**src/rtl/router_pkt_tx_pkg.sv**
```systemverilog
// Shared types, constants and helpers for the router packet transmitter.
package router_pkg;

  typedef enum logic [2:0] {
    IDLE,
    WAIT_DATA,
    HEADER,
    PAYLOAD,
    PARITY,
    GAP
  } tx_state_e;

  localparam logic [1:0] ADDR_INVALID = 2'd3;
  localparam int         MAX_LEN      = 63;

  function automatic logic [7:0] mk_header(input logic [5:0] len, input logic [1:0] addr);
    return {len, addr};
  endfunction

endpackage

```
**src/rtl/router_pkt_tx_if.sv**
```systemverilog
// Upstream stream, command and router-side signals of the packet transmitter.
interface router_pkt_tx_if #(
  parameter int CNT_W = 7
);
  logic             s_data_dummy_unused_guard;
  logic [7:0]       s_data;
  logic             s_valid;
  logic             s_ready;
  logic             cmd_valid;
  logic             cmd_ready;
  logic [1:0]       cmd_addr;
  logic [5:0]       cmd_len;
  logic             cmd_corrupt;
  logic             busy;
  logic             err;
  logic [7:0]       d_out;
  logic             pkt_valid;
  logic             pkt_done;
  logic             pkt_err;
  logic             cmd_rej;
  logic [CNT_W-1:0] fifo_count;

  // Transmitter side.
  modport master (
    input  s_data, s_valid, cmd_valid, cmd_addr, cmd_len, cmd_corrupt, busy, err,
    output s_ready, cmd_ready, d_out, pkt_valid, pkt_done, pkt_err, cmd_rej, fifo_count
  );

  // Host / router side.
  modport slave (
    output s_data, s_valid, cmd_valid, cmd_addr, cmd_len, cmd_corrupt, busy, err,
    input  s_ready, cmd_ready, d_out, pkt_valid, pkt_done, pkt_err, cmd_rej, fifo_count
  );
endinterface

```
**src/rtl/router_pkt_tx_fifo.sv**
```systemverilog
// First-word-fall-through byte FIFO buffering the packet payload.
module router_tx_fifo #(
  parameter int DEPTH = 64,
  parameter int CNT_W = $clog2(DEPTH) + 1
) (
  input  logic             clk,
  input  logic             rst,
  input  logic             i_push,
  input  logic [7:0]       i_data,
  input  logic             i_pop,
  output logic [7:0]       o_data,
  output logic             o_full,
  output logic             o_empty,
  output logic [CNT_W-1:0] o_count
);
  localparam int AW = $clog2(DEPTH);

  logic [7:0]       r_mem [DEPTH];
  logic [AW-1:0]    r_wr_ptr;
  logic [AW-1:0]    r_rd_ptr;
  logic [CNT_W-1:0] r_count;
  logic             w_push_ok;
  logic             w_pop_ok;

  function automatic logic [AW-1:0] f_next(input logic [AW-1:0] p);
    return (p == AW'(DEPTH - 1)) ? '0 : p + 1'b1;
  endfunction

  assign o_full    = (r_count == CNT_W'(DEPTH));
  assign o_empty   = (r_count == '0);
  assign w_push_ok = i_push && !o_full;
  assign w_pop_ok  = i_pop && !o_empty;
  assign o_data    = r_mem[r_rd_ptr];
  assign o_count   = r_count;

  always_ff @(posedge clk) begin
    if (w_push_ok) r_mem[r_wr_ptr] <= i_data;
  end

  always_ff @(posedge clk or negedge rst) begin
    if (!rst) begin
      r_wr_ptr <= '0;
      r_rd_ptr <= '0;
      r_count  <= '0;
    end else begin
      if (w_push_ok) r_wr_ptr <= f_next(r_wr_ptr);
      if (w_pop_ok)  r_rd_ptr <= f_next(r_rd_ptr);
      case ({w_push_ok, w_pop_ok})
        2'b10:   r_count <= r_count + 1'b1;
        2'b01:   r_count <= r_count - 1'b1;
        default: r_count <= r_count;
      endcase
    end
  end
endmodule

```
**src/rtl/router_pkt_tx.sv**
```systemverilog
// Router input-side packet transmitter: buffers payload, then sends header,
// payload and parity as one busy-respecting burst and reports the err verdict.
//
// state     | meaning
// IDLE      | accepting commands; illegal ones pulse cmd_rej
// WAIT_DATA | command latched, waiting for len bytes in the buffer
// HEADER    | header byte on d_out, pkt_valid high
// PAYLOAD   | FIFO head on d_out, pkt_valid high
// PARITY    | parity byte on d_out, pkt_valid low
// GAP       | idle window, router err sampled; pkt_done on last cycle
module router_pkt_tx
  import router_pkg::*;
#(
  parameter int FIFO_DEPTH = 64,
  parameter int GAP_CYCLES = 3,
  parameter int CNT_W      = $clog2(FIFO_DEPTH) + 1
) (
  input logic            clk,
  input logic            rst,
  router_pkt_tx_if.master bus
);
  localparam int LEN_W = $clog2(MAX_LEN + 1);
  localparam int GAP_W = $clog2(GAP_CYCLES + 1);

  tx_state_e        r_state;
  tx_state_e        w_next;
  logic [1:0]       r_addr;
  logic [LEN_W-1:0] r_len;
  logic [LEN_W-1:0] r_remaining;
  logic             r_corrupt;
  logic [7:0]       r_parity;
  logic [GAP_W-1:0] r_gap_cnt;
  logic             r_err_seen;
  logic             r_cmd_rej;

  logic             w_accept;
  logic             w_pop;
  logic             w_cmd_take;
  logic             w_cmd_bad;
  logic             w_data_ready;
  logic             w_gap_last;
  logic             w_fifo_full;
  logic             w_fifo_empty;
  logic [7:0]       w_head;
  logic [7:0]       w_header;
  logic [CNT_W-1:0] w_count;

  router_tx_fifo #(
    .DEPTH (FIFO_DEPTH),
    .CNT_W (CNT_W)
  ) u_fifo (
    .clk     (clk),
    .rst     (rst),
    .i_push  (bus.s_valid),
    .i_data  (bus.s_data),
    .i_pop   (w_pop),
    .o_data  (w_head),
    .o_full  (w_fifo_full),
    .o_empty (w_fifo_empty),
    .o_count (w_count)
  );

  assign w_header       = mk_header(r_len, r_addr);
  assign w_accept       = !bus.busy;
  assign w_cmd_bad      = (bus.cmd_addr == ADDR_INVALID) || (bus.cmd_len == '0);
  assign w_data_ready   = (w_count >= CNT_W'(r_len));
  assign w_gap_last     = (r_gap_cnt == '0);
  assign bus.s_ready    = !w_fifo_full;
  assign bus.cmd_rej    = r_cmd_rej;
  assign bus.fifo_count = w_count;

  always_ff @(posedge clk or negedge rst) begin
    if (!rst) r_state <= IDLE;
    else      r_state <= w_next;
  end

  always_comb begin
    w_next        = r_state;
    w_pop         = 1'b0;
    w_cmd_take    = 1'b0;
    bus.cmd_ready = 1'b0;
    bus.pkt_valid = 1'b0;
    bus.d_out     = 8'h00;
    bus.pkt_done  = 1'b0;
    bus.pkt_err   = 1'b0;
    case (r_state)
      IDLE: begin
        bus.cmd_ready = 1'b1;
        if (bus.cmd_valid) begin
          w_cmd_take = 1'b1;
          if (!w_cmd_bad) w_next = WAIT_DATA;
        end
      end
      WAIT_DATA: begin
        if (w_data_ready) w_next = HEADER;
      end
      HEADER: begin
        bus.pkt_valid = 1'b1;
        bus.d_out     = w_header;
        if (w_accept) w_next = PAYLOAD;
      end
      PAYLOAD: begin
        bus.pkt_valid = 1'b1;
        bus.d_out     = w_head;
        if (w_accept) begin
          w_pop = !w_fifo_empty;
          if (r_remaining == LEN_W'(1)) w_next = PARITY;
        end
      end
      PARITY: begin
        bus.d_out = r_corrupt ? ~r_parity : r_parity;
        if (w_accept) w_next = GAP;
      end
      GAP: begin
        // err on the final gap cycle still counts toward this packet.
        if (w_gap_last) begin
          bus.pkt_done = 1'b1;
          bus.pkt_err  = r_err_seen | bus.err;
          w_next       = IDLE;
        end
      end
      default: w_next = IDLE;
    endcase
  end

  always_ff @(posedge clk or negedge rst) begin
    if (!rst) begin
      r_addr      <= '0;
      r_len       <= '0;
      r_corrupt   <= 1'b0;
      r_parity    <= '0;
      r_remaining <= '0;
      r_gap_cnt   <= '0;
      r_err_seen  <= 1'b0;
      r_cmd_rej   <= 1'b0;
    end else begin
      r_cmd_rej <= w_cmd_take && w_cmd_bad;
      if (w_cmd_take) begin
        r_addr    <= bus.cmd_addr;
        r_len     <= bus.cmd_len;
        r_corrupt <= bus.cmd_corrupt;
      end
      case (r_state)
        HEADER: if (w_accept) begin
          r_parity    <= w_header;
          r_remaining <= r_len;
        end
        PAYLOAD: if (w_accept) begin
          r_parity    <= r_parity ^ w_head;
          r_remaining <= r_remaining - 1'b1;
        end
        PARITY: if (w_accept) begin
          r_gap_cnt  <= GAP_W'(GAP_CYCLES - 1);
          r_err_seen <= 1'b0;
        end
        GAP: begin
          r_err_seen <= w_gap_last ? 1'b0 : (r_err_seen | bus.err);
          if (!w_gap_last) r_gap_cnt <= r_gap_cnt - 1'b1;
        end
        default: ;
      endcase
    end
  end
endmodule

```
**src/flat_wrapper.sv**
```systemverilog
// flat-port wrapper written by rule: the top's interface ports become plain ports
module router_pkt_tx_flat import router_pkg::*;
#(
  parameter int FIFO_DEPTH = 64,
  parameter int GAP_CYCLES = 3,
  parameter int CNT_W      = $clog2(FIFO_DEPTH) + 1
)
  (clk, rst, bus_s_data, bus_s_valid, bus_cmd_valid, bus_cmd_addr, bus_cmd_len, bus_cmd_corrupt, bus_busy, bus_err, bus_s_ready, bus_cmd_ready, bus_d_out, bus_pkt_valid, bus_pkt_done, bus_pkt_err, bus_cmd_rej, bus_fifo_count);
  router_pkt_tx_if #(.CNT_W(CNT_W)) bus_i ();
  input logic clk;
  input logic rst;
  input wire logic [$bits(bus_i.s_data)-1:0] bus_s_data;
  input wire logic [$bits(bus_i.s_valid)-1:0] bus_s_valid;
  input wire logic [$bits(bus_i.cmd_valid)-1:0] bus_cmd_valid;
  input wire logic [$bits(bus_i.cmd_addr)-1:0] bus_cmd_addr;
  input wire logic [$bits(bus_i.cmd_len)-1:0] bus_cmd_len;
  input wire logic [$bits(bus_i.cmd_corrupt)-1:0] bus_cmd_corrupt;
  input wire logic [$bits(bus_i.busy)-1:0] bus_busy;
  input wire logic [$bits(bus_i.err)-1:0] bus_err;
  output wire logic [$bits(bus_i.s_ready)-1:0] bus_s_ready;
  output wire logic [$bits(bus_i.cmd_ready)-1:0] bus_cmd_ready;
  output wire logic [$bits(bus_i.d_out)-1:0] bus_d_out;
  output wire logic [$bits(bus_i.pkt_valid)-1:0] bus_pkt_valid;
  output wire logic [$bits(bus_i.pkt_done)-1:0] bus_pkt_done;
  output wire logic [$bits(bus_i.pkt_err)-1:0] bus_pkt_err;
  output wire logic [$bits(bus_i.cmd_rej)-1:0] bus_cmd_rej;
  output wire logic [$bits(bus_i.fifo_count)-1:0] bus_fifo_count;
  assign bus_i.s_data = bus_s_data;
  assign bus_i.s_valid = bus_s_valid;
  assign bus_i.cmd_valid = bus_cmd_valid;
  assign bus_i.cmd_addr = bus_cmd_addr;
  assign bus_i.cmd_len = bus_cmd_len;
  assign bus_i.cmd_corrupt = bus_cmd_corrupt;
  assign bus_i.busy = bus_busy;
  assign bus_i.err = bus_err;
  assign bus_s_ready = bus_i.s_ready;
  assign bus_cmd_ready = bus_i.cmd_ready;
  assign bus_d_out = bus_i.d_out;
  assign bus_pkt_valid = bus_i.pkt_valid;
  assign bus_pkt_done = bus_i.pkt_done;
  assign bus_pkt_err = bus_i.pkt_err;
  assign bus_cmd_rej = bus_i.cmd_rej;
  assign bus_fifo_count = bus_i.fifo_count;
  router_pkt_tx #(.FIFO_DEPTH(FIFO_DEPTH), .GAP_CYCLES(GAP_CYCLES), .CNT_W(CNT_W)) u_core (.clk(clk), .rst(rst), .bus(bus_i));
endmodule
```
**config.mk**
```make
export PLATFORM = sky130hd
export DESIGN_NAME = router_pkt_tx_flat
export DESIGN_NICKNAME = d
export VERILOG_FILES = /design/src/rtl/router_pkt_tx_pkg.sv /design/src/rtl/router_pkt_tx_if.sv /design/src/rtl/router_pkt_tx_fifo.sv /design/src/rtl/router_pkt_tx.sv /design/src/flat_wrapper.sv
export SDC_FILE = /design/constraint.sdc
export NUM_CORES = 1
export LEC_CHECK = 0
export BUFFER_PORTS_ARGS = -buffer_cell sky130_fd_sc_hd__buf_2
export CORE_MARGIN = 2
export CORE_UTILIZATION = 55
export DETAILED_ROUTE_END_ITERATION = 7
export PLACE_DENSITY = 0.74
export SETUP_SLACK_MARGIN = 0.15
export SLEW_MARGIN = 20
export SYNTH_ARGS = -nofsm -noshare
export SYNTH_HDL_FRONTEND = slang
export SYNTH_SLANG_ARGS = --single-unit
```
**constraint.sdc**
```tcl
create_clock -name clk -period 3 [get_ports clk]
set_clock_uncertainty 0.05 [all_clocks]
set_input_delay 0 -clock clk [delete_from_list [all_inputs] [get_ports clk]]
set_output_delay 0 -clock clk [all_outputs]
set_load 0.005 [all_outputs]
```
==> impl_results.md <==
- Clk root buf: clkbuf_16
- Placed cell areas: 0.0244 sq mm
- Cell Rows: 75
- Number of antenna violations at the first check in global routing: 0
- Status: complete, but fails checks
- NetSw: 9040 uW
- Critical path fanouts, max: 7
- Crit. End Element: output pin
- Critical path class: register to output pin
- Slew @ Worst Pin: just under 1 ns
- Worst setup margin: -0.0530 ns
- Die Height: 209 um
- Leak: 0.00934 uW
- Achievable frequency: approximately 330 MHz
- CP arrival: 3.00 ns
- Post-synth cell types: 65
- Initial core utilization: 55.4%
- Syn nets: 1351
- CP max stage cell: mux4_2
- First-pass GRT wire length: 81.8 mm
- I/O pin total: 44
- Pwr Total: 26900 uW
- GPL Wtd Cong: about 0.9
- Post-Syn Instances: 1310
- IO buf count: 43
- Nets: 1530
- Pin count of the biggest net entering global routing: 65
- Antenna Cells: 0
- Footprint of the multi-input gates: 0.00653 sq mm
- Area Overhead vs Synth: 18.8%
- Yosys warnings: 0
- Area leader, netlist: edfxtp_1
- Synth Area in Compound Gates: 5.42%
- Setup violators final: 5
- Top cell type's share of synthesized area: 66.5%
- Slew headroom: 35.9%
- Post-Synth XOR/XNOR Area: less than 1%
- Final Max Tran Viols: 0
- Final wirelength: 55.1 mm
- Number of CTS-inserted buffers: 55
- Post-layout min period: slightly above 3 ns
- Routed vias/inst: 6.32
- Max VDD drop: 0.670 mV
- Critical path required time: 2.95 ns
- FF-to-FF setup slack: 0.22 ns
- Latest clock arrival within the worst-skew pair: 0.62 ns
- Switching share of total power: between 30% and 40%
- Max clock buf depth: 3
- Pwr per Cell Area: 981 mW/mm^2
- DPL Wire Length: approximately 33 mm
- RSZ-0062 raised after global routing: yes
- Post-synthesis adder-cell area fraction: 1.01%
- Ordered list of cells on the worst path: buf_12 -> mux4_2 -> mux2_4 -> a221oi_4 -> a2111oi_4 -> a31oi_4 -> o22ai_1 -> buf_2
- Flop and latch count out of synthesis: 561
- Fillers: 2659
- Post-synth EDFFs: between 500 and 600
- Ratio of cells with drive above 1 in the final layout: a little under a third
- Crit start category: register
- Sequential cell area: 0.0166 sq mm
- Clock transition at the registers of the reported paths: 0.06 ns
- Worst r2r path cells: 6
- DRC violation count after routing: 0
- Vias: 13100
- Max_cap viols: 0
- Mapped cell area: 0.0231 sq mm
- Congestion Overflow GR: 0
- Num Clock Sinks: about 560
- Post-synthesis simple-gate area fraction: 4.71%
- Synth Flop Type: edfxtp_1
- Internal: 17900 uW
- Slowest stage delay, CP: 0.53 ns
- Most frequent cells after synthesis: edfxtp_1 (512), mux4_2 (108), nor2_1 (96), nand2_1 (74), mux2i_1 (68)
- Top-count cell post-synth: edfxtp_1
- GR Util All Layers: between 20% and 30%
- H-tree Lvls: 2
- Initial DRC count: 1623
- Detail Route Antenna Nets: 0
- FFs w/ async S/R, synth: 8.73%
- Vias in the first global route: 12900
- Pre-CTS WS: 0.106 ns
- Clk network pwr share: 26.0%
- Post-synthesis mux area share: about 14%
- Worst Hold Class: primary input to asynchronous set/reset pin
- DR pass1 iterations: 7
- Mapped Avg Cell Area: 17.7 sq um
- WL per Instance: ~27 um
- Core footprint: 0.0418 sq mm
- Sequential fraction of the synthesis area: 71.8%
- Share of power burned in registers: between 30 and 40%
- Util after Layout: approximately two thirds
- Die width: between 200 and 250 um
- Final hold vios: 0
- Failing checks: setup timing
- Cell area after layout: 0.0275 sq mm
- R2r startpoint: u_core.u_fifo.o_count[0]$_DFFE_PN0P_
- Largest family of logic cells by synthesized area: multiplexers
- Reg-to-Reg End: u_core.u_fifo.r_mem[46][7]$_DFFE_PP_
- Dominant cells by area after synthesis: edfxtp_1 (66%), mux4_2 (11%), dfrtp_1 (5.3%), mux2i_1 (2.9%), nor2_1 (1.6%)
- Tcrit/Tclk final: 102%
- Die ar.: 0.0437 sq mm
- TritonCTS clock tree: built
- Comb pwr share: 38.0%
[routing by layer]
layer	wire [um]	share of wire, %	track usage, %	vias up
met5	0	0	0	-
met4	2260	4.1	10.3	0
met3	4750	8.6	4.76	139
met2	26500	48	40.6	631
li1	-	-	-	5599
met1	21600	39	35.1	6738
[flip-flops by register name, summed over array words and instances (netlist names), 2 cells and up]
name                    cells
u_core.u_fifo.r_wr_ptr      6
u_core.u_fifo.r_mem       512
u_core.r_addr               2
u_core.r_parity             8
u_core.r_len                6
u_core.r_state              3
u_core.r_remaining          6
u_core.u_fifo.o_count       7
u_core.r_gap_cnt            2
u_core.u_fifo.r_rd_ptr      6
[metrics by stage]
| stage | TNS [ns] | hold WS (ns) | instances |
|---|---|---|---|
| 2_1_floorplan | 0 | -0.346 | 1310 |
| 3_3_place_gp | 0 | 0.125 | 1915 |
| 3_5_place_dp | 0 | 0.115 | 1915 |
| 4_1_cts | -0.202 | 0.0191 | 2052 |
| 5_1_grt | -0.672 | 0.0705 | 2073 |
| 6_report | -0.151 | 0.000307 | 2073 |
[worst max-delay path by stage]
stage	startpoint	endpoint	slack, ns
final	u_core.u_fifo.r_rd_ptr[0]$_DFFE_PN0P_	bus_d_out[7]	-0.05
after global placement	u_core.u_fifo.r_rd_ptr[0]$_DFFE_PN0P_	u_core.r_parity[5]$_DFFE_PN0P_	0.20
after detailed placement	u_core.u_fifo.o_count[1]$_DFFE_PN0P_	u_core.u_fifo.o_count[6]$_DFFE_PN0P_	0.11
after CTS	u_core.u_fifo.r_rd_ptr[0]$_DFFE_PN0P_	bus_d_out[7]	-0.05
after global routing	u_core.u_fifo.r_rd_ptr[0]$_DFFE_PN0P_	bus_d_out[0]	-0.13
after floorplan	u_core.r_state[1]$_DFFE_PN0P_	u_core.u_fifo.o_count[6]$_DFFE_PN0P_	0.19
[power groups by stage]
stage               clock (uW)  combinational, uW  sequential [uW]
global placement             0               7860             9900
floorplan                    0               5860             9470
detailed placement           0               7980             9940
global route              7380              10800             9720
finish                    7010              10200             9680
CTS                       7100               9590             9640
[layout make-up]
| cell class | instances | area share [%] |
|---|---|---|
| inverters | 23 | 0.314 |
| clock buffers | 65 | 5.22 |
| multi-input cells | 656 | 23.8 |
| flip-flops and latches | 561 | 60.5 |
| well taps | 539 | 2.46 |
| clock inverters | 37 | 1.47 |
| repair buffers | 192 | 6.28 |
[worst max-delay path: cells and delay by family, from the launching register on]
kind / cells / cell delay [ns]
flops: 1 / 0.46
buf+inv: 2 / 0.31
compound gates: 4 / 0.77
mux: 2 / 0.83
[cell families (layout without fill, tap and decap cells)]
kind of cell / Yosys count / in the layout
xor gates and xnor gates: 18 / 18
adders and majority gates: 18 / 18
and+or+nand+nor: 247 / 247
buffers and inverters: 93 / 317
AOI/OAI and AO/OA: 185 / 185
DFF: 561 / 561
muxes: 188 / 188
[cell usage in the layout, fill, tap and decap left out, types with 9 or more instances in the layout]
cell type	instances
mux2i_1	52
clkinv_2	12
dfrtp_1	42
clkbuf_16	57
clkbuf_1	9
buf_2	36
a21oi_1	35
a22oi_1	15
edfxtp_1	512
buf_4	110
nor3_1	12
nand3_1	17
a31oi_1	11
mux2i_2	9
clkinv_1	12
o22ai_1	14
inv_1	20
ha_1	16
dlygate4sd3_1	23
xor2_1	10
mux4_2	108
o21ai_0	34
nor2_1	90
nand2_1	68
[what timing repair did]
| action | CTS | global route |
|---|---|---|
| buffers inserted | 13 | 13 |
| endpoints found under the hold margin | 62 | 443 |
| hold buffers | 16 | 7 |
| pin swaps | 17 | 16 |
| setup endpoints to repair | 9 | 97 |
| gates cloned | 6 | 1 |
| gates resized for setup | 79 | 42 |
Note: power is estimated with default switching activity, not from simulation.
